`config.mk`:
```
export PLATFORM = sky130hd
export DESIGN_NAME = apb_regfile_slave
export DESIGN_NICKNAME = d
export VERILOG_FILES = /design/src/rtl/apb_pkg.sv /design/src/rtl/apb_reg_bank.sv /design/src/rtl/apb_regfile_slave.sv
export SDC_FILE = /design/constraint.sdc
export NUM_CORES = 1
export LEC_CHECK = 0
export CORE_MARGIN = 5
export CORE_UTILIZATION = 35
export CTS_CLUSTER_SIZE = 30
export DETAILED_ROUTE_END_ITERATION = 10
export GPL_TIMING_DRIVEN = 0
export MAX_ROUTING_LAYER = met4
export SETUP_SLACK_MARGIN = 0.5
export SYNTH_ARGS = -nofsm -noshare
export SYNTH_HDL_FRONTEND = slang
export SYNTH_HIERARCHICAL = 1
export SYNTH_SLANG_ARGS = --single-unit
```
`constraint.sdc`:
```
create_clock -name clk -period 3.4 [get_ports clk]
set_input_delay 1.02 -clock clk [delete_from_list [all_inputs] [get_ports clk]]
set_output_delay 1.02 -clock clk [all_outputs]
set_load 0.01 [all_outputs]
```
`src/rtl/apb_pkg.sv`:
```
// Shared types and constants for the APB register-file completer.
// Holds the FSM state enum, wait-counter width and response encodings.
package apb_pkg;

    typedef enum logic {
        IDLE   = 1'b0,
        ACCESS = 1'b1
    } apb_state_t;

    localparam int CNT_W = 4;

    localparam logic APB_OKAY   = 1'b0;
    localparam logic APB_SLVERR = 1'b1;

endpackage

```
`src/rtl/apb_reg_bank.sv`:
```
// Register storage for the APB completer: strobe-masked write, read mux,
// constant register 0 (ID) and flattened contents.
// Ports: clk/resetn, write enable/index/data/strobe, read index/data,
// o_regs_q = all registers, register i at [i*DATA_W +: DATA_W].
module apb_reg_bank #(
    parameter int          DATA_W   = 32,
    parameter int          NUM_REGS = 16,
    parameter int          IDX_W    = 4,
    parameter logic [31:0] ID_VALUE = 32'hA9B0_0001
) (
    input  logic                       clk,
    input  logic                       resetn,
    input  logic                       i_we,
    input  logic [IDX_W-1:0]           i_widx,
    input  logic [DATA_W-1:0]          i_wdata,
    input  logic [DATA_W/8-1:0]        i_strb,
    input  logic [IDX_W-1:0]           i_ridx,
    output logic [DATA_W-1:0]          o_rdata,
    output logic [NUM_REGS*DATA_W-1:0] o_regs_q
);

    localparam int BYTES = DATA_W / 8;

    logic [NUM_REGS*DATA_W-1:0] w_flat;

    for (genvar gi = 0; gi < NUM_REGS; gi++) begin : g_reg
        if (gi == 0) begin : g_id
            // Register 0 is a read-only identification constant.
            assign w_flat[0 +: DATA_W] = ID_VALUE[DATA_W-1:0];
        end else begin : g_rw
            logic [DATA_W-1:0] r_q;

            always_ff @(posedge clk or negedge resetn) begin
                if (!resetn) begin
                    r_q <= '0;
                end else if (i_we && (i_widx == IDX_W'(gi))) begin
                    for (int k = 0; k < BYTES; k++) begin
                        if (i_strb[k]) begin
                            r_q[k*8 +: 8] <= i_wdata[k*8 +: 8];
                        end
                    end
                end
            end

            assign w_flat[gi*DATA_W +: DATA_W] = r_q;
        end
    end

    always_comb begin
        o_rdata = '0;
        for (int i = 0; i < NUM_REGS; i++) begin
            if (i_ridx == IDX_W'(i)) begin
                o_rdata = w_flat[i*DATA_W +: DATA_W];
            end
        end
    end

    assign o_regs_q = w_flat;

endmodule

```
`src/rtl/apb_regfile_slave.sv`:
```
// APB completer with a register bank, programmable wait states, byte
// strobes, PSLVERR and a sticky protocol-violation flag.
// Ports: APB bus (paddr..pslverr), wait_cfg, proto_err/proto_clr, regs_q.
module apb_regfile_slave
    import apb_pkg::*;
#(
    parameter int          ADDR_W   = 8,
    parameter int          DATA_W   = 32,
    parameter int          NUM_REGS = 16,
    parameter logic [31:0] ID_VALUE = 32'hA9B0_0001
) (
    input  logic                       clk,
    input  logic                       resetn,
    input  logic [ADDR_W-1:0]          paddr,
    input  logic                       pwrite,
    input  logic                       psel,
    input  logic                       penable,
    input  logic [DATA_W-1:0]          pwdata,
    input  logic [DATA_W/8-1:0]        pstrb,
    output logic [DATA_W-1:0]          prdata,
    output logic                       pready,
    output logic                       pslverr,
    input  logic [CNT_W-1:0]           wait_cfg,
    output logic                       proto_err,
    input  logic                       proto_clr,
    output logic [NUM_REGS*DATA_W-1:0] regs_q
);

    localparam int BYTES = DATA_W / 8;
    localparam int OFF_W = $clog2(BYTES);
    localparam int IDX_W = (NUM_REGS > 1) ? $clog2(NUM_REGS) : 1;
    localparam logic [ADDR_W-1:0] OFF_MASK = ADDR_W'((1 << OFF_W) - 1);

    apb_state_t          r_state;
    logic [CNT_W-1:0]    r_cnt;
    logic [ADDR_W-1:0]   r_addr;
    logic                r_write;
    logic [DATA_W-1:0]   r_wdata;
    logic [BYTES-1:0]    r_strb;
    logic [DATA_W-1:0]   r_prdata;
    logic                r_pready;
    logic                r_pslverr;
    logic                r_proto_err;

    logic [ADDR_W-1:0]   w_src_addr;
    logic                w_src_write;
    logic [ADDR_W-1:0]   w_word;
    logic [IDX_W-1:0]    w_idx;
    logic                w_err;
    logic                w_we;
    logic                w_active;
    logic                w_proto_set;
    logic [DATA_W-1:0]   w_bank_rdata;
    logic [DATA_W-1:0]   w_resp_data;

    // With zero wait states the response is built at the setup edge,
    // so decode looks at the live bus in IDLE and the latch otherwise.
    assign w_src_addr  = (r_state == IDLE) ? paddr  : r_addr;
    assign w_src_write = (r_state == IDLE) ? pwrite : r_write;

    assign w_word = w_src_addr >> OFF_W;
    assign w_idx  = w_word[IDX_W-1:0];

    assign w_err = (|(w_src_addr & OFF_MASK))
                 || (32'(w_word) >= 32'(NUM_REGS))
                 || (w_src_write && (w_word == '0));

    assign w_resp_data = (w_err || w_src_write) ? '0 : w_bank_rdata;

    assign w_active = psel && penable;

    assign w_we = (r_state == ACCESS) && w_active
               && (r_cnt == '0) && r_write && !w_err;

    assign w_proto_set = (r_state == IDLE)
                       ? (psel && penable)
                       : !w_active;

    apb_reg_bank #(
        .DATA_W   (DATA_W),
        .NUM_REGS (NUM_REGS),
        .IDX_W    (IDX_W),
        .ID_VALUE (ID_VALUE)
    ) u_bank (
        .clk      (clk),
        .resetn   (resetn),
        .i_we     (w_we),
        .i_widx   (w_idx),
        .i_wdata  (r_wdata),
        .i_strb   (r_strb),
        .i_ridx   (w_idx),
        .o_rdata  (w_bank_rdata),
        .o_regs_q (regs_q)
    );

    always_ff @(posedge clk or negedge resetn) begin
        if (!resetn) begin
            r_state     <= IDLE;
            r_cnt       <= '0;
            r_addr      <= '0;
            r_write     <= 1'b0;
            r_wdata     <= '0;
            r_strb      <= '0;
            r_prdata    <= '0;
            r_pready    <= 1'b0;
            r_pslverr   <= APB_OKAY;
            r_proto_err <= 1'b0;
        end else begin
            if (proto_clr) begin
                r_proto_err <= 1'b0;
            end else if (w_proto_set) begin
                r_proto_err <= 1'b1;
            end

            unique case (r_state)
                IDLE: begin
                    if (psel && !penable) begin
                        r_state <= ACCESS;
                        r_cnt   <= wait_cfg;
                        r_addr  <= paddr;
                        r_write <= pwrite;
                        r_wdata <= pwdata;
                        r_strb  <= pstrb;
                        if (wait_cfg == '0) begin
                            r_pready  <= 1'b1;
                            r_prdata  <= w_resp_data;
                            r_pslverr <= w_err ? APB_SLVERR : APB_OKAY;
                        end
                    end
                end
                ACCESS: begin
                    if (w_active) begin
                        if (r_cnt != '0) begin
                            r_cnt <= r_cnt - 1'b1;
                            // Response is presented as the count hits 0.
                            if (r_cnt == CNT_W'(1)) begin
                                r_pready  <= 1'b1;
                                r_prdata  <= w_resp_data;
                                r_pslverr <= w_err ? APB_SLVERR : APB_OKAY;
                            end
                        end else begin
                            r_state   <= IDLE;
                            r_pready  <= 1'b0;
                            r_prdata  <= '0;
                            r_pslverr <= APB_OKAY;
                        end
                    end else begin
                        // Master withdrew mid-transfer: drop it silently.
                        r_state   <= IDLE;
                        r_pready  <= 1'b0;
                        r_prdata  <= '0;
                        r_pslverr <= APB_OKAY;
                    end
                end
            endcase
        end
    end

    assign prdata    = r_prdata;
    assign pready    = r_pready;
    assign pslverr   = r_pslverr;
    assign proto_err = r_proto_err;

endmodule

```
## Word level (Yosys, flattened, before mapping)

Index checks and enable logic that the tools add are counted.
Widths: inputs -> output; s select.

- Register bits: 565
- Input bits: 54
- Output and inout port bits: 547

- Add/subtract/negate cells: 1
- Magnitude comparators: 1
- Eq/ne operators: 21
- Multiplexer cells: 49
- Bitwise operators: 1
- Reductions and logical operators: 98

Operators by type and width:

| cell | number |
|---|---|
| $mux 32 | 22 |
| $reduce_and 2->1 | 61 |
| $pmux 32 s2 | 1 |
| $eq 4x4->1 const B | 8 |
| $logic_and 1x1->1 | 22 |
| $mux 1 | 18 |
| $eq 4x3->1 const B | 4 |
| $logic_not 4->1 | 3 |
| $mux 4 | 3 |
| $eq 4x1->1 const B | 2 |
| $eq 4x2->1 const B | 2 |
| $logic_not 8->1 | 1 |
| $mux 8 | 1 |
| $ne 2x1->1 const B | 4 |
| $pmux 4 s2 | 1 |
| $ge 6x5->1 const B | 1 |
| $pmux 1 s2 | 3 |
| $reduce_and 3->1 | 2 |
| $ne 4x3->1 const B | 1 |
| $reduce_bool 4->1 | 1 |
| $sub 4x1->4 const B | 1 |
| $logic_not 1->1 | 3 |
| $logic_or 1x1->1 | 3 |
| $reduce_bool 2->1 | 1 |
| 2 further kinds | 2 |

## Depth between registers and ports, before layout

Gate-level depths: netlist (run 1).

- Depth in word-level cells: 23
- Gate-level depth with buffers: 12

## By module

The synthesis (run 1) kept the hierarchy.

By module, submodules not included:

| module | times used | cells each | area each (um^2) | seq. area each (um^2) |
|---|---|---|---|---|
| apb_reg_bank | 1 | 1838 | 22994.6 | 12011.5 |
| apb_regfile_slave | 1 | 240 | 3508.4 | 2127.0 |

## Worst setup path before layout (run 1)

OpenSTA, ideal clock, no wires.

- Path type: input port to flip-flop
- Start: input port paddr[7]
- End: register u_bank.g_reg[9].g_rw.r_q[27]
- Arrival time: 3.313 ns
- Required time: 3.272 ns
- Path slack: -0.040 ns
- Stages on the path: 9
- Buffers on the path: 1
- Cells stage by stage: or4_1 > o22a_1 > a21o_1 > nor3_1 > nor2b_1 > and3_1 > clkbuf_1 > nand2_1 > mux2_1

- Longest elaborated chain between the ends: 8
- Elaborated cells between the ends (all ways): 10

Ends and longest elaborated chain:

| element | RTL line | source |
|---|---|---|
| start: declaration | apb_regfile_slave.sv:14 | `input logic [ADDR_W-1:0] paddr,` |
| $mux 8 (*) | apb_regfile_slave.sv:58 | `assign w_src_addr = (r_state == IDLE) ? paddr : r_addr;` |
| $ge 6x5->1 / $logic_not 8->1 (equally long branches) | apb_regfile_slave.sv:65, apb_regfile_slave.sv:66 |  |
| $logic_or 1x1->1 / $logic_and 1x1->1 (equally long branches) | apb_regfile_slave.sv:65, apb_regfile_slave.sv:66 |  |
| $logic_or 1x1->1 (*) | apb_regfile_slave.sv:66 | `\|\| (w_src_write && (w_word == '0));` |
| $logic_not 1->1 (*) | apb_regfile_slave.sv:73 | `&& (r_cnt == '0) && r_write && !w_err;` |
| $logic_and 1x1->1 (*) | apb_regfile_slave.sv:73 |  |
| via w_we | apb_regfile_slave.sv:50 | `logic w_we;` |
| $logic_and 1x1->1 (*) | apb_reg_bank.sv:36 | `end else if (i_we && (i_widx == IDX_W'(gi))) begin` |
| $reduce_and 2->1 (no line) (*) | -- |  |
| end signal: indexed assignment | apb_reg_bank.sv:39 | `r_q[k*8 +: 8] <= i_wdata[k*8 +: 8];` |
| end: declaration | apb_reg_bank.sv:31 | `logic [DATA_W-1:0] r_q;` |

The timed path passes the listed nets; every way through them passes the cells marked *.
A chain may end at the register's enable or synchronous reset.

## Final worst setup path (run 1)

- Start: input port paddr[1]
- End: register u_bank.g_reg[4].g_rw.r_q[14]

- Longest elaborated chain between the ends: 8

Ends and longest elaborated chain:

| element | RTL line | source |
|---|---|---|
| $mux 8 | apb_regfile_slave.sv:58 |  |
| $reduce_or 2->1 | apb_regfile_slave.sv:64 | `assign w_err = (\|(w_src_addr & OFF_MASK))` |
| $logic_or 1x1->1 | apb_regfile_slave.sv:65 | `\|\| (32'(w_word) >= 32'(NUM_REGS))` |
| $logic_or 1x1->1 | apb_regfile_slave.sv:66 |  |
| $logic_not 1->1 | apb_regfile_slave.sv:73 |  |
| $logic_and 1x1->1 | apb_regfile_slave.sv:73 |  |
| via w_we | apb_regfile_slave.sv:50 |  |
| $logic_and 1x1->1 | apb_reg_bank.sv:36 |  |
| $reduce_and 2->1 (no line) | -- |  |
| end signal: indexed assignment | apb_reg_bank.sv:39 |  |
| end: declaration | apb_reg_bank.sv:31 |  |

The timed path passes the listed nets, and every way through them passes these cells.

==> impl_metrics.env, run 1 <==
export IMPL_skew_ns=0.0314
export IMPL_grt_max_degree=128
export IMPL_root_buffer="clkbuf_16"
export IMPL_p_clk_frac=0.422
export IMPL_setup_viol=0
export IMPL_gr_total_overflow=0
export IMPL_worstSetupStartpointType="primary input"
export IMPL_reg2reg_to="prdata[27]"
export IMPL_worst_skew_pair_late_latency_ns=0.63
export IMPL_swShare=0.301
export IMPL_path_class="in2reg"
export IMPL_netlist_top_cells_area="dfrtp_1 53%, mux2_2 23%, mux2i_1 2.0%"
export IMPL_combPwrFrac=0.181
export IMPL_r2r_start="r_state"
export IMPL_rrSetupSlack_ns=0.35
export IMPL_critical_path_arrival_ns=3.57
export IMPL_rr_worst_depth=11
export IMPL_worst_pin_slew_ns=0.847
export IMPL_ir_worst_vdd_mv=0.315
export IMPL_final_area_um2=39500
export IMPL_start_util=0.351
export IMPL_dieArea_um2=81300
export IMPL_synth_flop_cell="dfrtp_1"
export IMPL_synth_seq_cells=565
export IMPL_seqPwrFrac=0.397
export IMPL_dr_total_vias=23100
export IMPL_port_buffers=568
export IMPL_area_delta_synth_final_pct=48.9
export IMPL_fin_nets=2920
export IMPL_power_density_nw_per_um2=451
export IMPL_p_int_mw=12.4
export IMPL_maxCapViolCount=0
export IMPL_max_clock_freq_mhz=324
export IMPL_switching_power_mw=5.35
export IMPL_clk_pin_slew_ns=0.06
export IMPL_synth_cell_types=79
export IMPL_num_fill_cells=6498
export IMPL_critPathCaptureType="register"
export IMPL_fin_crit_sh=0.908
export IMPL_rsz0062_at_grt="true"
export IMPL_drtAntennaViolNets=0
export IMPL_grt_pass1_vias=23700
export IMPL_clkSinkCount=565
export IMPL_die_h_um=285
export IMPL_place_inst=3660
export IMPL_drt_total_wl_mm=141
export IMPL_leakagePower_nw=18.1
export IMPL_coreArea_um2=75600
export IMPL_multiInputGateArea_um2=13000
export IMPL_dr_pass1_iters=7
export IMPL_finalHoldViolCount=0
export IMPL_gp_congestion=0.931
export IMPL_h_tree_depth=3
export IMPL_drc_errors=0
export IMPL_synthCells=2078
export IMPL_synth_edf_count=0
export IMPL_place_hpwl_mm=99.0
export IMPL_regArea_um2=14100
export IMPL_grt_total_usage=0.341
export IMPL_syn_area_per_cell_um2=12.8
export IMPL_cp_required_ns=3.88
export IMPL_yosysSeqAreaShare=0.533
export IMPL_crit_path_max_fanout=8
export IMPL_drive_above_1_share=0.387
export IMPL_viasPerCell=5.92
export IMPL_min_period_ns=3.09
export IMPL_ys_warn_count=6
export IMPL_postPlaceCellArea_um2=33900
export IMPL_hold_class="in2async"
export IMPL_grt_pass1_wl_mm=191
export IMPL_die_w_um=285
export IMPL_clk_path_buf_depth=3
export IMPL_syn_area_um2=26500
export IMPL_synth_top_area_share=0.533
export IMPL_cts_tree="built"
export IMPL_async_flop_share=1.00
export IMPL_io_pin_count=601
export IMPL_routedWlPerCell_um=36.1
export IMPL_cts_buffers=66
export IMPL_core_rowCount=101
export IMPL_status="complete, no violations"
export IMPL_timing_slew_headroom=0.435
export IMPL_stdcell_count=3898
export IMPL_yosysTopAreaCell="dfrtp_1"
export IMPL_dr_first_iter_drc_count=2380
export IMPL_final_max_slew_viol_count=0
export IMPL_antenna_found_initial=6
repair_timing:
action | 4_1_cts | 5_1_grt
buffers inserted | 78 | 33
hold buffers | 0 | 0
resized for setup | 412 | 143
cloned | 1 | 1
setup endpoints to repair | 514 | 526
pin swaps | 34 | 37
kinds of logic (layout without fill, tap and decap cells):
kind of cell / count (synthesis) / after routing / share of synthesized area
mux: 624 / 624 / 0.267
flops: 565 / 565 / 0.533
compound gates: 420 / 420 / 0.108
simple gates: 281 / 281 / 0.0541
buf+inv: 181 / 987 / 0.0356
fa+ha+maj: 4 / 4 / 0.00189
other cells: 2 / 38 / 0.000283
xor+xnor: 1 / 1 / 0.000331
registers in the layout (all words and copies together), names as in the netlist:
register           count
u_bank/g.g_rw.r_q    480
prdata                32
r_wdata               32
r_addr                 8
r_cnt                  4
r_strb                 4
pready                 1
proto_err              1
pslverr                1
r_state                1
r_write                1
per-layer routing:
layer | part of all wire | global-route usage
met1 | 0.38 | 0.406
met2 | 0.46 | 0.532
met3 | 0.10 | 0.104
met5 | 0 | -
met4 | 0.057 | 0.162
worst max-delay path: stages:
cell and delay (ns):
buf_6 0.09, or4_1 0.49, o22a_2 0.23, a21o_1 0.20, nor3_4 0.17, buf_12 0.15
nor2b_4 0.28, nor3b_4 0.28, buf_6 0.17, nand2_4 0.13, mux2_2 0.34
cells in the final DEF, fill, tap and decap left out, drive strengths merged, types with 6 or more instances in the layout:
cell           count
clkbuf           167
a221oi            11
a32oi              7
o21ai             88
nor2b             28
mux2i             54
o21a              10
a21o               6
nor3              13
buf              220
a22oi             24
mux4              10
conb              32
nand3             20
diode              6
o2bb2ai           14
a211o             11
dfrtp            565
a21oi             97
inv                9
and2              10
o221ai            10
clkdlybuf4s50    558
a22o              42
o22ai             48
nor2              56
nand2            107
mux2             560
nor3b              8
nand2b            10
clkinv            15
a211oi            19
bufinv             7
how the worst max path moves through the flow:
stage	start	end	slack, ns	cells after the start
floorplan	paddr[7]	u_bank/g_reg[13].g_rw.r_q[0]	0.20	9
global placement	resetn	prdata[16]	-23.91	1
detailed placement	paddr[5]	prdata[14]	-1.65	10
CTS	paddr[1]	u_bank/g_reg[9].g_rw.r_q[8]	0.38	11
global route	paddr[1]	u_bank/g_reg[4].g_rw.r_q[6]	0.30	11
finish	paddr[1]	u_bank/g_reg[4].g_rw.r_q[14]	0.31	11
stage by stage:
step / setup slack [ns] / power (mW) / setup TNS [ns] / utilization / hold WS (ns)
after floorplan: 0.202 / 8.30 / 0 / - / 0.473
after global placement: -23.91 / 9.59 / - / 0.447 / 0.465
after detailed placement: -1.65 / 9.64 / -552.25 / 0.449 / 0.479
after CTS: 0.377 / 17.6 / 0 / 0.510 / 0.382
after global routing: 0.299 / 18.2 / 0 / 0.522 / 0.412
final: 0.312 / 17.8 / 0 / 0.522 / 0.367
power groups by stage:
stage / Clock [mW] / Sequential (mW) / Combinational [mW]
after CTS: 7.59 / 7.07 / 2.94
after global routing: 7.88 / 7.09 / 3.27
final: 7.51 / 7.07 / 3.21
after global placement: 0 / 7.20 / 2.39
after floorplan: 0 / 7.11 / 1.19
after detailed placement: 0 / 7.19 / 2.45
cell usage after synthesis, types with 24 or more instances:
master,instances
mux2i_1,54
buf_4,42
a21oi_1,96
dfrtp_1,565
nor2_1,55
buf_2,43
o22ai_1,48
clkbuf_1,80
o21ai_0,82
a22oi_1,24
nor2b_1,28
nand2_1,95
mux2_2,548
a22o_2,31
final cells by class:
class | count | area share
timing repair buffer | 687 | 0.180
buffer | 171 | 0.0419
tap | 978 | 0.0310
multi-input combinational | 1362 | 0.330
inverter | 9 | 0.000983
clock buffer | 95 | 0.0490
clock inverter | 25 | 0.00878
sequential | 565 | 0.358
antenna | 6 | 0.000380
No activity file was read; power rests on OpenSTA's default activity.
==> run 2: changes to the inputs <==
--- a/config.mk
+++ b/config.mk
@@ -14,5 +14,4 @@
 export SETUP_SLACK_MARGIN = 0.5
 export SYNTH_ARGS = -nofsm -noshare
 export SYNTH_HDL_FRONTEND = slang
-export SYNTH_HIERARCHICAL = 1
 export SYNTH_SLANG_ARGS = --single-unit
==> run 2 against run 1 <==
Sequential cell count unchanged. Combinational power up 2%. Largest power group unchanged. Maximum frequency increased by 3.1%. Utilization is 2.7 points lower. Global-route usage grew 4.5 points. Sequential share of layout area up 0.40 points. Critical path type unchanged. Non-clock buffer count is 14 lower.
==> impl_metrics.env, run 2 <==
export IMPL_utilization=0.496
export IMPL_rr_worst_depth=9
export IMPL_yosysSeqAreaShare=0.511
export IMPL_viasPerCell=6.35
export IMPL_power_density_nw_per_um2=455
export IMPL_path_class="in2reg"
export IMPL_coreArea_um2=78700
export IMPL_ir_worst_vdd_mv=0.301
export IMPL_gr_total_overflow=0
export IMPL_maxCapViolCount=0
export IMPL_synth_simple_area_share=0.0661
export IMPL_synth_common_cells="565 x dfrtp_1, 504 x mux2_2, 120 x o21ai_0"
export IMPL_worstSetupStartpointType="primary input"
export IMPL_finalHoldViolCount=0
export IMPL_place_hpwl_mm=118
export IMPL_critPathCaptureType="register"
export IMPL_rsz0062_at_grt="true"
export IMPL_area_delta_synth_final_pct=41.0
export IMPL_pre_cts_ws_ns=-2.14
export IMPL_hold_class="in2async"
export IMPL_worst_skew_pair_late_latency_ns=0.63
export IMPL_ys_warn_count=0
export IMPL_status="complete, no violations"
export IMPL_start_util=0.352
export IMPL_fin_crit_sh=0.881
export IMPL_synth_top_family_by_area="multiplexers"
export IMPL_combPwrFrac=0.185
export IMPL_synth_compound_area_frac=0.156
export IMPL_rrSetupSlack_ns=0.44
export IMPL_antenna_found_initial=9
export IMPL_largest_register_ffs=480
export IMPL_synth_cell_types=75
export IMPL_grt_pass1_wl_mm=223
export IMPL_p_int_mw=12.0
export IMPL_critical_path_arrival_ns=3.52
export IMPL_cp_required_ns=3.93
export IMPL_switching_power_mw=5.69
export IMPL_seqPwrFrac=0.400
export IMPL_synth_mux_area_frac=0.226
export IMPL_crit_start="paddr[3]"
export IMPL_drtAntennaViolNets=0
export IMPL_max_clock_freq_mhz=334
export IMPL_grtUsageMet3=0.112
export IMPL_swShare=0.321
export IMPL_use_met2=0.570
export IMPL_top_register="u_bank.g.g_rw.r_q"
export IMPL_h_tree_depth=3
export IMPL_min_period_ns=3.00
export IMPL_drc_errors=0
export IMPL_synthAdderAreaFrac=0.00181
export IMPL_clk_pin_slew_ns=0.06
export IMPL_root_buffer="clkbuf_16"
export IMPL_mostFrequentLayoutCell="dfrtp_1"
export IMPL_synth_flop_cell="dfrtp_1"
export IMPL_hold_slack_ns=0.478
export IMPL_die_w_um=291
export IMPL_setup_viol=0
export IMPL_worst_pin_slew_ns=0.916
export IMPL_synth_edf_count=0
export IMPL_r2r_start="r_state"
export IMPL_top_usage_layer="met2"
export IMPL_cts_tree="built"
export IMPL_endpoint="prdata[28]"
export IMPL_drive_above_1_share=0.325
export IMPL_syn_area_per_cell_um2=12.0
export IMPL_cts_buffers=67
export IMPL_skew_ns=0.0187
export IMPL_gp_congestion=0.999
export IMPL_port_buffers=567
export IMPL_syn_area_um2=27700
export IMPL_timing_slew_headroom=0.387
export IMPL_setup_tns_ns=0
export IMPL_synth_xor_area_frac=0
export IMPL_die_h_um=291
export IMPL_grt_max_degree=125
export IMPL_core_rowCount=103
export IMPL_met1_usage=0.479
export IMPL_yosysMostFrequentCell="dfrtp_1"
export IMPL_setup_ws_ns=0.404
export IMPL_fin_nets=3105
export IMPL_final_max_slew_viol_count=0
export IMPL_async_flop_share=1.00
export IMPL_synth_seq_cells=565
export IMPL_grt_pass1_vias=26200
export IMPL_yosysTopAreaCell="dfrtp_1"
export IMPL_final_area_um2=39000
export IMPL_layout_common_cells="564 x dfrtp_1, 557 x clkdlybuf4s50_1, 500 x mux2_2"
export IMPL_synth_top_area_share=0.511
export IMPL_p_clk_frac=0.415
export IMPL_synthCells=2314
export IMPL_netlist_top_cells_area="dfrtp_1 51%, mux2_2 21%, o21ai_0 2.2%"
export IMPL_hold_buffers=0
export IMPL_postPlaceCellArea_um2=35000
export IMPL_grt_total_usage=0.386
export IMPL_dr_first_iter_drc_count=3696
export IMPL_reg2reg_to="prdata[16]"
export IMPL_leakagePower_nw=17.7
export IMPL_crit_path_max_fanout=10
export IMPL_clk_path_buf_depth=3
export IMPL_dieArea_um2=84800
export IMPL_dr_total_vias=26300
export IMPL_routedWlPerCell_um=40.1
export IMPL_clkSinkCount=565
export IMPL_dr_pass1_iters=8
export IMPL_drt_total_wl_mm=167
export IMPL_io_pin_count=601
[run 2: cell types whose count changed in the layout (fill, tap and decap cells not counted), moves of 46 or more]
cell and delta:
mux2_4 -57, o21ai_0 +52, mux2i_1 -46, nand2_1 +60, o211ai_1 +73
[run 2: power groups by stage]
stage	registers [mW]	clock network, mW	logic, mW
after CTS	7.09	7.39	3.04
after global placement	7.22	0	2.73
final	7.10	7.37	3.28
after global routing	7.10	7.67	3.26
after floorplan	7.10	0	1.25
after detailed placement	7.21	0	2.78
[run 2: kinds of logic (layout without fill, tap and decap cells)]
family | after synthesis | count (layout)
other | 2 | 38
flip-flops | 565 | 565
AO/OA/AOI/OAI | 628 | 628
buffers and inverters | 233 | 983
adder cells (fa/ha/maj) | 4 | 4
multiplexers | 555 | 555
AND/OR/NAND/NOR | 327 | 327
[run 2: how the worst min path moves through the flow]
stage,start,end,slack [ns],cells after the start
after floorplan,r_addr[6],r_addr[6],0.47,1
after global placement,pready,pready,0.47,1
after detailed placement,pready,pready,0.47,1
after CTS,pready,pready,0.48,1
after global routing,prdata[18],prdata[18],0.53,1
final,resetn,u_bank.g_reg[2].g_rw.r_q[4],0.48,1
[run 2: repair_timing]
action,in CTS,in global routing
endpoints found under the setup margin,557,381
cloned,2,1
setup buffers,47,13
pin swaps,17,12
hold endpoints to repair,0,0
resized for setup,353,63
[run 2: worst max-delay path: stages]
cell and delay [ns]:
dlygate4sd2_1 0.29, buf_8 0.16, mux2_4 0.36, nor2_4 0.25, buf_4 0.42, nand2_2 0.37, a31oi_1 0.34, nor3_2 0.09
o21ai_0 0.18
[run 2: layout make-up]
class,instances,area [um2]
Antenna cell,6,15.0
Buffer,209,1570
Clock buffer,93,1990
Clock inverter,23,238
Fill cell,7069,39700
Inverter,23,87.6
Multi-Input combinational cell,1546,13200
Sequential cell,565,14100
Tap cell,1050,1310
Timing Repair Buffer,635,6530
[run 2: metal layers]
metal / up-vias / routed length, um / share of wire
li1: 10200 / - / -
met1: 13500 / 63300 / 0.38
met2: 2120 / 72400 / 0.43
met3: 581 / 19000 / 0.11
met4: 0 / 11800 / 0.071
met5: - / 0 / 0
[run 2: stage by stage]
step                      cells  power, mW
after floorplan            2344       8.35
after global placement     3961       9.94
after detailed placement   3966       9.99
after CTS                  4130       17.5
after global routing       4149       18.0
final                      4150       17.7
